## src/rtl/sensor_timing_gen_if.sv

```systemverilog
// Bundle of the timing generator's control input and timing outputs.
// Ports:
//   i_acq_start   acquisition enable level (sink -> generator)
//   o_fval        frame valid
//   o_lval        line valid
//   o_frame_done  one-cycle pulse when o_fval falls
//   ov_line_cnt   current line index
//   ov_frame_cnt  completed frame count
//   ov_pattern    test pattern, aligned with o_lval
//   master = generator side, slave = consumer side.
interface sensor_timing_gen_if #(
  parameter int CNT_WIDTH  = 16,
  parameter int DATA_WIDTH = 8
);
  logic                  i_acq_start;
  logic                  o_fval;
  logic                  o_lval;
  logic                  o_frame_done;
  logic [CNT_WIDTH-1:0]  ov_line_cnt;
  logic [CNT_WIDTH-1:0]  ov_frame_cnt;
  logic [DATA_WIDTH-1:0] ov_pattern;

  modport master (
    input  i_acq_start,
    output o_fval, o_lval, o_frame_done, ov_line_cnt, ov_frame_cnt, ov_pattern
  );

  modport slave (
    output i_acq_start,
    input  o_fval, o_lval, o_frame_done, ov_line_cnt, ov_frame_cnt, ov_pattern
  );
endinterface

```

## src/rtl/sensor_timing_gen.sv

```systemverilog
// Frame/line (fval/lval) timing generator for the sensor simulation path.
// Latency: all outputs registered; fval rises 1 clk after i_acq_start is seen in IDLE.
// Backpressure: none; free-running once started, stops only on a frame boundary.
// Ports:
//   clk    clock
//   reset  asynchronous, active-high reset
//   tg     sensor_timing_gen_if.master (acq_start in; fval/lval/frame_done,
//          line/frame counters and pattern out)
// Optional feature: define TIMING_GEN_PATTERN_EN to build the (line + pixel)
// test pattern; otherwise ov_pattern is tied to 0.
module sensor_timing_gen #(
  parameter int IMAGE_WIDTH  = 64,
  parameter int IMAGE_HEIGHT = 16,
  parameter int H_BLANK      = 16,
  parameter int V_FRONT      = 8,
  parameter int V_BACK       = 8,
  parameter int FRAME_GAP    = 32,
  parameter int CNT_WIDTH    = 16,
  parameter int DATA_WIDTH   = 8
) (
  input  logic                clk,
  input  logic                reset,
  sensor_timing_gen_if.master tg
);

  typedef enum logic [2:0] {
    S_IDLE   = 3'd0,
    S_FRONT  = 3'd1,
    S_LINE   = 3'd2,
    S_HBLANK = 3'd3,
    S_BACK   = 3'd4,
    S_GAP    = 3'd5
  } state_t;

  localparam logic [CNT_WIDTH-1:0] FRONT_LAST  = CNT_WIDTH'(V_FRONT - 1);
  localparam logic [CNT_WIDTH-1:0] WIDTH_LAST  = CNT_WIDTH'(IMAGE_WIDTH - 1);
  localparam logic [CNT_WIDTH-1:0] HEIGHT_LAST = CNT_WIDTH'(IMAGE_HEIGHT - 1);
  localparam logic [CNT_WIDTH-1:0] HBLANK_LAST = CNT_WIDTH'(H_BLANK - 1);
  localparam logic [CNT_WIDTH-1:0] BACK_LAST   = CNT_WIDTH'(V_BACK - 1);
  localparam logic [CNT_WIDTH-1:0] GAP_LAST    = CNT_WIDTH'(FRAME_GAP - 1);
  localparam logic [CNT_WIDTH-1:0] ONE         = CNT_WIDTH'(1);

  state_t               state_q, state_d;
  logic [CNT_WIDTH-1:0] cnt_q, cnt_d;
  logic [CNT_WIDTH-1:0] line_q, line_d;
  logic [CNT_WIDTH-1:0] frame_q, frame_d;
  logic                 fval_q, fval_d;
  logic                 lval_q, lval_d;
  logic                 done_q, done_d;

  // State and counter registers.
  always_ff @(posedge clk or posedge reset) begin
    if (reset) begin
      state_q <= S_IDLE;
      cnt_q   <= '0;
      line_q  <= '0;
      frame_q <= '0;
    end else begin
      state_q <= state_d;
      cnt_q   <= cnt_d;
      line_q  <= line_d;
      frame_q <= frame_d;
    end
  end

  // Next state. cnt restarts at 0 on every state change; i_acq_start only
  // matters in IDLE and on the final cycle of BACK/GAP so frames never truncate.
  always_comb begin
    state_d = state_q;
    cnt_d   = cnt_q + ONE;
    line_d  = line_q;
    frame_d = frame_q;
    case (state_q)
      S_IDLE: begin
        cnt_d = '0;
        if (tg.i_acq_start) begin
          state_d = S_FRONT;
          line_d  = '0;
        end
      end
      S_FRONT: begin
        if (cnt_q == FRONT_LAST) begin
          state_d = S_LINE;
          cnt_d   = '0;
        end
      end
      S_LINE: begin
        if (cnt_q == WIDTH_LAST) begin
          cnt_d   = '0;
          state_d = (line_q == HEIGHT_LAST) ? S_BACK : S_HBLANK;
        end
      end
      S_HBLANK: begin
        if (cnt_q == HBLANK_LAST) begin
          state_d = S_LINE;
          cnt_d   = '0;
          line_d  = line_q + ONE;
        end
      end
      S_BACK: begin
        if (cnt_q == BACK_LAST) begin
          cnt_d   = '0;
          frame_d = frame_q + ONE;
          state_d = tg.i_acq_start ? S_GAP : S_IDLE;
        end
      end
      S_GAP: begin
        if (cnt_q == GAP_LAST) begin
          cnt_d = '0;
          if (tg.i_acq_start) begin
            state_d = S_FRONT;
            line_d  = '0;
          end else begin
            state_d = S_IDLE;
          end
        end
      end
      default: begin
        state_d = S_IDLE;
        cnt_d   = '0;
      end
    endcase
  end

  // Output decode from the state being entered, so the registered outputs
  // change on the same edge that enters the state.
  always_comb begin
    fval_d = (state_d == S_FRONT) || (state_d == S_LINE) ||
             (state_d == S_HBLANK) || (state_d == S_BACK);
    lval_d = (state_d == S_LINE);
    done_d = (state_q == S_BACK) && (state_d != S_BACK);
  end

  always_ff @(posedge clk or posedge reset) begin
    if (reset) begin
      fval_q <= 1'b0;
      lval_q <= 1'b0;
      done_q <= 1'b0;
    end else begin
      fval_q <= fval_d;
      lval_q <= lval_d;
      done_q <= done_d;
    end
  end

`ifdef TIMING_GEN_PATTERN_EN
  logic [DATA_WIDTH-1:0] pattern_q, pattern_d;

  // In LINE, cnt is the pixel index; the sum wraps mod 2^DATA_WIDTH.
  always_comb begin
    pattern_d = '0;
    if (lval_d) begin
      pattern_d = DATA_WIDTH'(line_d) + DATA_WIDTH'(cnt_d);
    end
  end

  always_ff @(posedge clk or posedge reset) begin
    if (reset) begin
      pattern_q <= '0;
    end else begin
      pattern_q <= pattern_d;
    end
  end

  assign tg.ov_pattern = pattern_q;
`else
  assign tg.ov_pattern = '0;
`endif

  assign tg.o_fval       = fval_q;
  assign tg.o_lval       = lval_q;
  assign tg.o_frame_done = done_q;
  assign tg.ov_line_cnt  = line_q;
  assign tg.ov_frame_cnt = frame_q;

endmodule

```

## src/flat_wrapper.sv

```systemverilog
// flat-port wrapper written by rule: the top's interface ports become plain ports
module sensor_timing_gen_flat 
#(
  parameter int IMAGE_WIDTH  = 64,
  parameter int IMAGE_HEIGHT = 16,
  parameter int H_BLANK      = 16,
  parameter int V_FRONT      = 8,
  parameter int V_BACK       = 8,
  parameter int FRAME_GAP    = 32,
  parameter int CNT_WIDTH    = 16,
  parameter int DATA_WIDTH   = 8
)
  (clk, reset, tg_i_acq_start, tg_o_fval, tg_o_lval, tg_o_frame_done, tg_ov_line_cnt, tg_ov_frame_cnt, tg_ov_pattern);
  sensor_timing_gen_if #(.CNT_WIDTH(CNT_WIDTH), .DATA_WIDTH(DATA_WIDTH)) tg_i ();
  input  logic clk;
  input  logic reset;
  input wire logic [$bits(tg_i.i_acq_start)-1:0] tg_i_acq_start;
  output wire logic [$bits(tg_i.o_fval)-1:0] tg_o_fval;
  output wire logic [$bits(tg_i.o_lval)-1:0] tg_o_lval;
  output wire logic [$bits(tg_i.o_frame_done)-1:0] tg_o_frame_done;
  output wire logic [$bits(tg_i.ov_line_cnt)-1:0] tg_ov_line_cnt;
  output wire logic [$bits(tg_i.ov_frame_cnt)-1:0] tg_ov_frame_cnt;
  output wire logic [$bits(tg_i.ov_pattern)-1:0] tg_ov_pattern;
  assign tg_i.i_acq_start = tg_i_acq_start;
  assign tg_o_fval = tg_i.o_fval;
  assign tg_o_lval = tg_i.o_lval;
  assign tg_o_frame_done = tg_i.o_frame_done;
  assign tg_ov_line_cnt = tg_i.ov_line_cnt;
  assign tg_ov_frame_cnt = tg_i.ov_frame_cnt;
  assign tg_ov_pattern = tg_i.ov_pattern;
  sensor_timing_gen #(.IMAGE_WIDTH(IMAGE_WIDTH), .IMAGE_HEIGHT(IMAGE_HEIGHT), .H_BLANK(H_BLANK), .V_FRONT(V_FRONT), .V_BACK(V_BACK), .FRAME_GAP(FRAME_GAP), .CNT_WIDTH(CNT_WIDTH), .DATA_WIDTH(DATA_WIDTH)) u_core (.clk(clk), .reset(reset), .tg(tg_i));
endmodule
```

## config.mk

```make
export PLATFORM = sky130hd
export DESIGN_NAME = sensor_timing_gen_flat
export DESIGN_NICKNAME = d
export VERILOG_FILES = /design/src/rtl/sensor_timing_gen_if.sv /design/src/rtl/sensor_timing_gen.sv /design/src/flat_wrapper.sv
export SDC_FILE = /design/constraint.sdc
export NUM_CORES = 1
export LEC_CHECK = 0
export CAP_MARGIN = 5
export CORE_ASPECT_RATIO = 2
export CORE_MARGIN = 5
export CORE_UTILIZATION = 40
export DETAILED_ROUTE_END_ITERATION = 8
export HOLD_SLACK_MARGIN = 0.02
export PLACE_DENSITY = 0.69
export SLEW_MARGIN = 20
export SYNTH_ARGS = -nofsm -noshare
export SYNTH_HDL_FRONTEND = slang
export SYNTH_SLANG_ARGS = --single-unit
```

## constraint.sdc

```tcl
create_clock -name clk -period 5.5 [get_ports clk]
set_clock_uncertainty 0.2 [all_clocks]
set_input_delay 1.1 -clock clk [delete_from_list [all_inputs] [get_ports clk]]
set_output_delay 1.1 -clock clk [all_outputs]
set_load 0.05 [all_outputs]
```

==> results.ini, run 1 <==
[final_layout]
diodes=0
synthToLayoutAreaGrowth_pct=20.2
final_area_um2=3400
final_layout_size_suffix_gt1_share_pct=6.17
fin_nets=329

[sta]
setup_tns_ns=0
finalHoldViolCount=0
timing.hold.ws_ns=0.264
fin_crit_sh_pct=61.5
fin_ws_ns=2.12
min_period_ns=3.38
fmax_ghz=0.296
finalSetupViolCount=0
slew_headroom_pct=32.7
tightest_slew_ns=1.01
final_max_slew_viol_count=0
rsz0062_at_grt=false

[worst_setup_path]
r2r-start=u_core.state_q[2]
ff2ff_path_depth=6
arrival_ns=3.37
path_cells=clkdlybuf4s50_1 > nor3b_1 > a21oi_1 > a2bb2oi_1 > nor3_1 > nand4_1 > mux2_2
critical_path.top_delay_family=compound AO/OA/AOI/OAI gates
required_ns=5.49
worstPathMaxFanout=13
start_kind=input pin
critical_path_buf_inv_count=1
r2r_setup_slack_ns=2.77
criticalPathCategory=input pin to flop
critPathLaunch=tg_i_acq_start
critPathCaptureType=flop
crit_cells=7
slowest_delay_ns=0.82
cp_slowest_cell=a2bb2oi_1

[routing]
wire_per_inst_um=14.9
wirelength_um=6180
dr.pass1.iters=4
vias_per_cell=5.30
first_iter_violations=142
dr_total_vias=2195
drc=0
antenna_left=0

[synthesis]
ys_types=40
synth_seq_cells=54
netlist_instances=289
synth-main-ff-cell=dfrtp_1
synth-seq-area-share_pct=47.8
synth_compound_area_share_pct=4.30
synth_xor_area_share_pct=13.0
avgSynthCellArea_um2=9.78
synthesis.area_um2=2830
ys_warn_count=0
synth-edff-count=0
synthArstFlopShare_pct=100
synthAdderAreaFrac_pct=1.33
synth_top_family_by_area=simple AND/OR/NAND/NOR gates
synth_mux_area_share_pct=1.20
synthSimpleGateAreaFrac_pct=28.2

[power]
vdd_drop_max_v=0.000203
p_per_area_nw_per_um2=336
leakage_nw=1.42

[placed_design]
placed_area_um2=3240
dpl.hpwl_um=4580
portBuffers=37
place_congestion=0.840
place_ws_ns=1.82

[floorplanning]
die_w_um=69.4
core_um2=6940
dieArea_um2=8950
io_pins=46
die_y_um=129
row_count=43
start_util_pct=40.7

[clock_network]
cts.sinks=54
root_buffer=clkbuf_16
cts.path.max_buffers=2
holdBufCountCts=0
post_cts_resize_count=0
cts_buffers=5
clkTransAtPathRegs_ns=0.07
clk_latency_ns=0.30
cts_tree=done
htreeDepth=2
postCtsSetupRepairBufs=0

[worst_hold_path]
min_path_type=flop to flop
holdCritStartpoint=u_core.tg.ov_frame_cnt[15]
min_path_cells=1

[global_routing]
grt_pass1_wl_um=10600
grt_overflow=0
grt_usage_pct=14.7
antenna_found_initial=0
grt_max_degree=55
first_global_vias=2243

[flow_run]
drv_cap=0

[outcome]
outcome=completed

-- final cells by class --
type | count | area, um^2
clock inverters | 3 | 21.3
inverters | 4 | 15.0
repair buffers | 38 | 378
flip-flops and latches | 54 | 1350
clock buffers | 5 | 125
fillers | 654 | 3540
well taps | 90 | 113
multi-input cells | 220 | 1390
-- metrics by stage --
| step | power (mW) | util [%] | std cells |
|---|---|---|---|
| detailed placement | 0.836 | 46.7 | 406 |
| floorplan | 0.751 | - | 296 |
| finish | 1.14 | 48.9 | 414 |
| global placement | 0.823 | 46.7 | 406 |
| CTS | 1.15 | 48.8 | 414 |
| global route | 1.21 | 48.9 | 414 |
-- cell families after synthesis --
family / after synthesis
adders and majority gates: 3
buffers and inverters: 22
other: 1
AOI/OAI and AO/OA: 16
muxes: 3
and+or+nand+nor: 148
DFF: 54
xor gates and xnor gates: 42
-- cells in the final DEF, fill, tap and decap left out, drive strengths merged, types with 3 or more instances in the layout --
cell type | Yosys | final
xor2 | 15 | 15
nor2 | 45 | 45
nand4 | 14 | 14
nor3 | 8 | 8
clkbuf | 9 | 5
mux2 | 3 | 3
and4 | 3 | 3
nand2 | 19 | 19
nor4 | 14 | 14
nor2b | 3 | 3
a21oi | 6 | 6
nand3 | 17 | 17
inv | 4 | 4
ha | 3 | 3
clkdlybuf4s50 | 0 | 37
conb | 1 | 8
dfrtp | 54 | 54
xnor2 | 27 | 27
and3 | 8 | 8
nor3b | 5 | 5
nand3b | 3 | 3
-- state kept, by name (all words and copies together) (netlist names) --
name and count:
u_core.tg.o_fval 1, u_core.tg.o_frame_done 1, u_core.tg.ov_frame_cnt 16, u_core.tg.ov_line_cnt 16, u_core.tg.o_lval 1, u_core.state_q 3, u_core.cnt_q 16
-- power by group --
part           switching, mW  internal, mW
Combinational          0.223         0.114
Clock                  0.143         0.169
Sequential            0.0569         0.435
-- synthesized netlist by cell type, drive strengths merged, types with 4 or more instances --
| library cell | n | area (um^2) |
|---|---|---|
| a21oi | 6 | 30.0 |
| and3 | 8 | 50.1 |
| buf | 9 | 65.1 |
| clkbuf | 9 | 33.8 |
| dfrtp | 54 | 1350 |
| inv | 4 | 15.0 |
| nand2 | 19 | 71.3 |
| nand3 | 17 | 85.1 |
| nand4 | 14 | 87.6 |
| nor2 | 45 | 169 |
| nor3 | 8 | 40.0 |
| nor3b | 5 | 37.5 |
| nor4 | 14 | 118 |
| xnor2 | 27 | 236 |
| xor2 | 15 | 131 |
-- final timing paths --
kind	endpoint
min in group asynchronous	u_core.tg.ov_line_cnt[5]
setup reg to reg	u_core.tg.ov_line_cnt[13]
setup / recovery	u_core.tg.ov_line_cnt[12]
max in group asynchronous	u_core.tg.o_lval
hold / removal	u_core.tg.ov_frame_cnt[15]
hold reg to reg	u_core.tg.ov_frame_cnt[15]
-- worst reg2reg max path, cell delays in order (launching register included) --
cell and delay (ns):
dfrtp_1 0.51, inv_1 0.14, nor3b_1 0.43, a2bb2oi_1 0.38, or2_1 0.36, or4_1 0.51, a21oi_1 0.14
-- routing by layer --
| layer | GRT usage (%) | part of all wire, % | vias up |
|---|---|---|---|
| met5 | 0 | 0 | - |
| met4 | 9.44 | 4.4 | 0 |
| met3 | 2.74 | 3.4 | 22 |
| met2 | 28.0 | 56 | 52 |
| met1 | 14.2 | 36 | 1067 |
| li1 | - | - | 1054 |
(Power assumes the default switching activity.)
==> run 2, diff against run 1 <==
--- a/config.mk
+++ b/config.mk
@@ -11,7 +11,7 @@
 export CORE_UTILIZATION = 40
 export DETAILED_ROUTE_END_ITERATION = 8
 export HOLD_SLACK_MARGIN = 0.02
-export PLACE_DENSITY = 0.69
+export PLACE_DENSITY = 0.71
 export SLEW_MARGIN = 20
 export SYNTH_ARGS = -nofsm -noshare
 export SYNTH_HDL_FRONTEND = slang
==> constraint.sdc (replaced) <==
create_clock -name clk -period 2.81 [get_ports clk]
set_clock_uncertainty 0.2 [all_clocks]
set_input_delay 0.562 -clock clk [delete_from_list [all_inputs] [get_ports clk]]
set_output_delay 0.562 -clock clk [all_outputs]
set_load 0.05 [all_outputs]
==> results.ini, run 2 (synthesized netlist as in run 1, its figures left out) <==
[global_routing]
antenna_found_initial=0
grt_pass1_wl_um=10500
first_global_vias=2168
grt_max_degree=23
grt_usage_pct=14.6
grt_overflow=0

[power]
pwr-share-clk_pct=26.9
swShare_pct=36.3
leakage_nw=1.46
vdd_drop_max_v=0.000419
switchingPower_mw=0.824
power.internal_mw=1.45
pwr-share-seq_pct=41.5
pwr-share-comb_pct=31.7
p_per_area_nw_per_um2=657

[worst_hold_path]
holdCritStartpoint=u_core.cnt_q[0]
whs_endpoint=u_core.cnt_q[0]
min_path_cells=1
min_path_type=flop to flop

[clock_network]
post_cts_resize_count=0
root_buffer=clkbuf_16
htreeDepth=2
clkTransAtPathRegs_ns=0.07
holdBufCountCts=0
cts.path.max_buffers=2
cts_buffers=5
clk_latency_ns=0.29
postCtsSetupRepairBufs=0
cts.sinks=54
cts_tree=done

[worst_setup_path]
arrival_ns=2.58
r2r_setup_slack_ns=0.26
path_cells=ha_1 > and4bb_1 > nand4_1 > o2bb2ai_2 > or2_1 > or4_1 > a21oi_1
ff2ff_path_depth=7
r2r-start=u_core.cnt_q[0]
required_ns=2.84
rr_endpoint=u_core.tg.ov_line_cnt[13]
cp_slowest_cell=or4_1
slowest_delay_ns=0.50
critPathCaptureType=flop
worstPathMaxFanout=10
criticalPathCategory=flop to flop
start_kind=flop
critPathLaunch=u_core.cnt_q[0]

[placed_design]
portBuffers=37
place_congestion=0.839
dpl.hpwl_um=4590

[routing]
dr_total_vias=2195
first_iter_violations=132
antenna_left=0
drc=0
dr.pass1.iters=4
vias_per_cell=5.20
wirelength_um=6080
wire_per_inst_um=14.4

[sta]
final_max_slew_viol_count=0
tightest_slew_ns=0.671
finalHoldViolCount=0
setup_tns_ns=0
min_period_ns=2.55
finalSetupViolCount=0
slew_headroom_pct=55.1
fmax_ghz=0.392
rsz0062_at_grt=false
fin_crit_sh_pct=90.8

[floorplanning]
die_w_um=69.4
die_y_um=129
start_util_pct=40.7
core_um2=6940
row_count=43
io_pins=46
dieArea_um2=8950

[final_layout]
final_layout_size_suffix_gt1_share_pct=8.43
diodes=0
final_cell_mix=54 x dfrtp_1, 45 x nor2_1, 37 x clkdlybuf4s50_1
final_common_cell=dfrtp_1
fin_nets=337
fin_util_pct=49.8
synthToLayoutAreaGrowth_pct=22.4

[outcome]
outcome=completed

[flow_run]
drv_cap=0

## run 2: cell count changes in the layout (fill, tap and decap cells not counted)
| cell | previous run | this run |
|---|---|---|
| buf_4 | 1 | 9 |
## run 2: power groups by stage
stage / combinational [mW] / sequential [mW] / clock [mW]
6_report: 0.719 / 0.942 / 0.610
4_1_cts: 0.713 / 0.941 / 0.635
5_1_grt: 0.800 / 0.956 / 0.654
3_3_place_gp: 0.700 / 0.953 / 0
2_1_floorplan: 0.414 / 1.05 / 0
3_5_place_dp: 0.709 / 0.956 / 0
## run 2: how the worst max path moves through the flow
stage / endpoint / cells past startpoint
after floorplan: u_core.tg.ov_line_cnt[13] / 7
after global placement: u_core.tg.ov_line_cnt[13] / 7
after detailed placement: u_core.cnt_q[14] / 6
after CTS: u_core.cnt_q[14] / 6
after global routing: u_core.cnt_q[8] / 7
final: u_core.tg.ov_line_cnt[13] / 7
## run 2: metal layers
layer / share of wire [%] / routed length [um] / GRT usage [%] / vias to the layer above
met1: 38 / 2290 / 15.5 / 1073
met2: 55 / 3370 / 26.8 / 36
met5: 0 / 0 / 0 / -
li1: - / - / - / 1074
met3: 3.4 / 206 / 3.28 / 12
met4: 3.4 / 207 / 7.48 / 0
## run 2: layout make-up
cell class,instances,area (um^2)
Fill cell,637,3480
Multi-Input combinational cell,220,1390
Sequential cell,54,1350
Timing Repair Buffer,46,438
Clock buffer,5,125
Tap cell,90,113
Clock inverter,3,21.3
Inverter,4,15.0
## run 2: worst max-delay path: cells and delay by family, from the launching register on
kind	cells	cell delay [ns]
adder cells (fa/ha/maj)	1	0.23
AO/OA/AOI/OAI	2	0.40
flip-flops	1	0.37
AND/OR/NAND/NOR	4	1.27
## run 2: per-stage QoR
stage	hold slack (ns)	instances	setup slack, ns	power (mW)	instance area [um^2]
after floorplan	0.233	296	0.484	1.47	2850
after global placement	0.244	414	0.134	1.65	3300
after detailed placement	0.258	414	0.125	1.67	3300
after CTS	0.267	422	0.115	2.29	3450
after global routing	0.276	422	0.0762	2.41	3460
final	0.262	422	0.260	2.27	3460
==> run 3, diff against run 2 <==
--- a/config.mk
+++ b/config.mk
@@ -8,10 +8,10 @@
 export CAP_MARGIN = 5
 export CORE_ASPECT_RATIO = 2
 export CORE_MARGIN = 5
-export CORE_UTILIZATION = 40
+export CORE_UTILIZATION = 48
 export DETAILED_ROUTE_END_ITERATION = 8
 export HOLD_SLACK_MARGIN = 0.02
-export PLACE_DENSITY = 0.71
+export PLACE_DENSITY = 0.82
 export SLEW_MARGIN = 20
 export SYNTH_ARGS = -nofsm -noshare
 export SYNTH_HDL_FRONTEND = slang
==> results.ini, run 3 (synthesized netlist as in run 1, its figures left out) <==
[outcome]
outcome=completed

[floorplanning]
dieArea_um2=7610
core_um2=5710
die_y_um=118
row_count=39
io_pins=46
start_util_pct=49.5
die_w_um=64.3

[final_layout]
final_common_cell=dfrtp_1
final_layout_size_suffix_gt1_share_pct=7.88
fin_nets=335
diodes=0
instances_no_fill=391
final_area_um2=3420
synthToLayoutAreaGrowth_pct=20.9
final_cell_mix=54 x dfrtp_1, 45 x nor2_1, 37 x clkdlybuf4s50_1

[worst_setup_path]
criticalPathCategory=flop to flop
slowest_delay_ns=0.51
worstPathMaxFanout=10
start_kind=flop
arrival_ns=2.65
critical_path.top_delay_family=simple AND/OR/NAND/NOR gates
required_ns=2.83
ff2ff_path_depth=7
critPathCaptureType=flop
cp_slowest_cell=or4_1
rr_endpoint=u_core.tg.ov_line_cnt[13]
r2r-start=u_core.cnt_q[0]
critical_path_buf_inv_count=0
r2r_setup_slack_ns=0.17
path_cells=ha_1 > and4bb_1 > nand4_1 > o2bb2ai_2 > or2_1 > or4_1 > a21oi_1

[sta]
finalHoldViolCount=0
setup_tns_ns=0
fmax_ghz=0.379
min_period_ns=2.64
slew_headroom_pct=55.1
final_max_slew_viol_count=0
finalSetupViolCount=0
rsz0062_at_grt=false
tightest_slew_ns=0.672
fin_crit_sh_pct=93.8

[global_routing]
first_global_vias=2293
grt_pass1_wl_um=10500
grt_overflow=0
antenna_found_initial=0
grt_max_degree=55
grt_usage_pct=16.8

[placed_design]
portBuffers=37
placed_area_um2=3250
place_inst=383
dpl.hpwl_um=4460
place_congestion=0.878

[clock_network]
postCtsSetupRepairBufs=0
cts.path.max_buffers=2
htreeDepth=2
root_buffer=clkbuf_16
post_cts_resize_count=0
cts_tree=done
cts_buffers=5
cts.sinks=54
clkTransAtPathRegs_ns=0.07
holdBufCountCts=0
clk_latency_ns=0.29

[worst_hold_path]
min_path_cells=1
holdCritStartpoint=u_core.tg.ov_frame_cnt[15]
whs_endpoint=u_core.tg.ov_frame_cnt[15]
min_path_type=flop to flop

[routing]
drc=0
antenna_left=0
wirelength_um=6100
m1WireLength_um=2100
dr_wl_met3_um=290
dr.max_layer_used=met4
first_iter_violations=131
vias_per_cell=5.82
dr_total_vias=2274
wire_per_inst_um=15.6
dr.pass1.iters=4
wl_met2_um=3550

[power]
p_per_area_nw_per_um2=671
leakage_nw=1.46
vdd_drop_max_v=0.000642

[flow_run]
drv_cap=0

-- run 3: cell types whose count changed in the layout (fill, tap and decap cells not counted) --
cell        previous run  this run
clkinv_4               1         2
clkinv_2               1         0
buf_4                  9         7
clkbuf_8               0         1
clkinvlp_4             1         0
-- run 3: routing by layer --
| layer | vias to the layer above | global-route usage [%] |
|---|---|---|
| li1 | 1072 | - |
| met1 | 1119 | 16.6 |
| met2 | 66 | 32.3 |
| met3 | 17 | 3.42 |
| met4 | 0 | 7.01 |
| met5 | - | 0 |
-- run 3: cell type report --
type | instances | area [um^2]
multi-input cells | 220 | 1390
inverters | 4 | 15.0
clock buffers | 6 | 139
flip-flops and latches | 54 | 1350
repair buffers | 44 | 423
fillers | 491 | 2290
well taps | 61 | 76.3
clock inverters | 2 | 17.5
-- run 3: worst register-to-register path, delay by kind of cell, from the launching register on --
kind	cells	cell delay, ns
and+or+nand+nor	4	1.33
DFF	1	0.38
AOI/OAI and AO/OA	2	0.42
adders and majority gates	1	0.24
-- run 3: worst max-delay path by stage --
| stage | startpoint | endpoint | slack (ns) | depth (start not counted) |
|---|---|---|---|---|
| after floorplan | u_core.cnt_q[0] | u_core.tg.ov_line_cnt[13] | 0.48 | 7 |
| after global placement | tg_i_acq_start | u_core.tg.ov_line_cnt[13] | 0.16 | 7 |
| after detailed placement | u_core.cnt_q[0] | u_core.cnt_q[2] | 0.11 | 6 |
| after CTS | u_core.cnt_q[0] | u_core.cnt_q[2] | 0.05 | 6 |
| after global routing | u_core.cnt_q[0] | u_core.tg.ov_line_cnt[13] | 0.02 | 7 |
| final | u_core.cnt_q[0] | u_core.tg.ov_line_cnt[13] | 0.17 | 7 |
-- run 3: per-stage QoR --
step | setup WS, ns | hold WS (ns) | power (mW) | util [%]
2_1_floorplan | 0.484 | 0.233 | 1.47 | -
3_3_place_gp | 0.164 | 0.243 | 1.64 | 57.0
3_5_place_dp | 0.106 | 0.258 | 1.66 | 57.0
4_1_cts | 0.0498 | 0.271 | 2.29 | 59.7
5_1_grt | 0.0182 | 0.296 | 2.41 | 59.8
6_report | 0.173 | 0.264 | 2.29 | 59.8
-- run 3: report_power, final --
part           internal, mW  total (mW)  switching [mW]
Combinational         0.255       0.712           0.457
Sequential            0.852       0.950          0.0984
Clock                 0.358       0.628           0.270
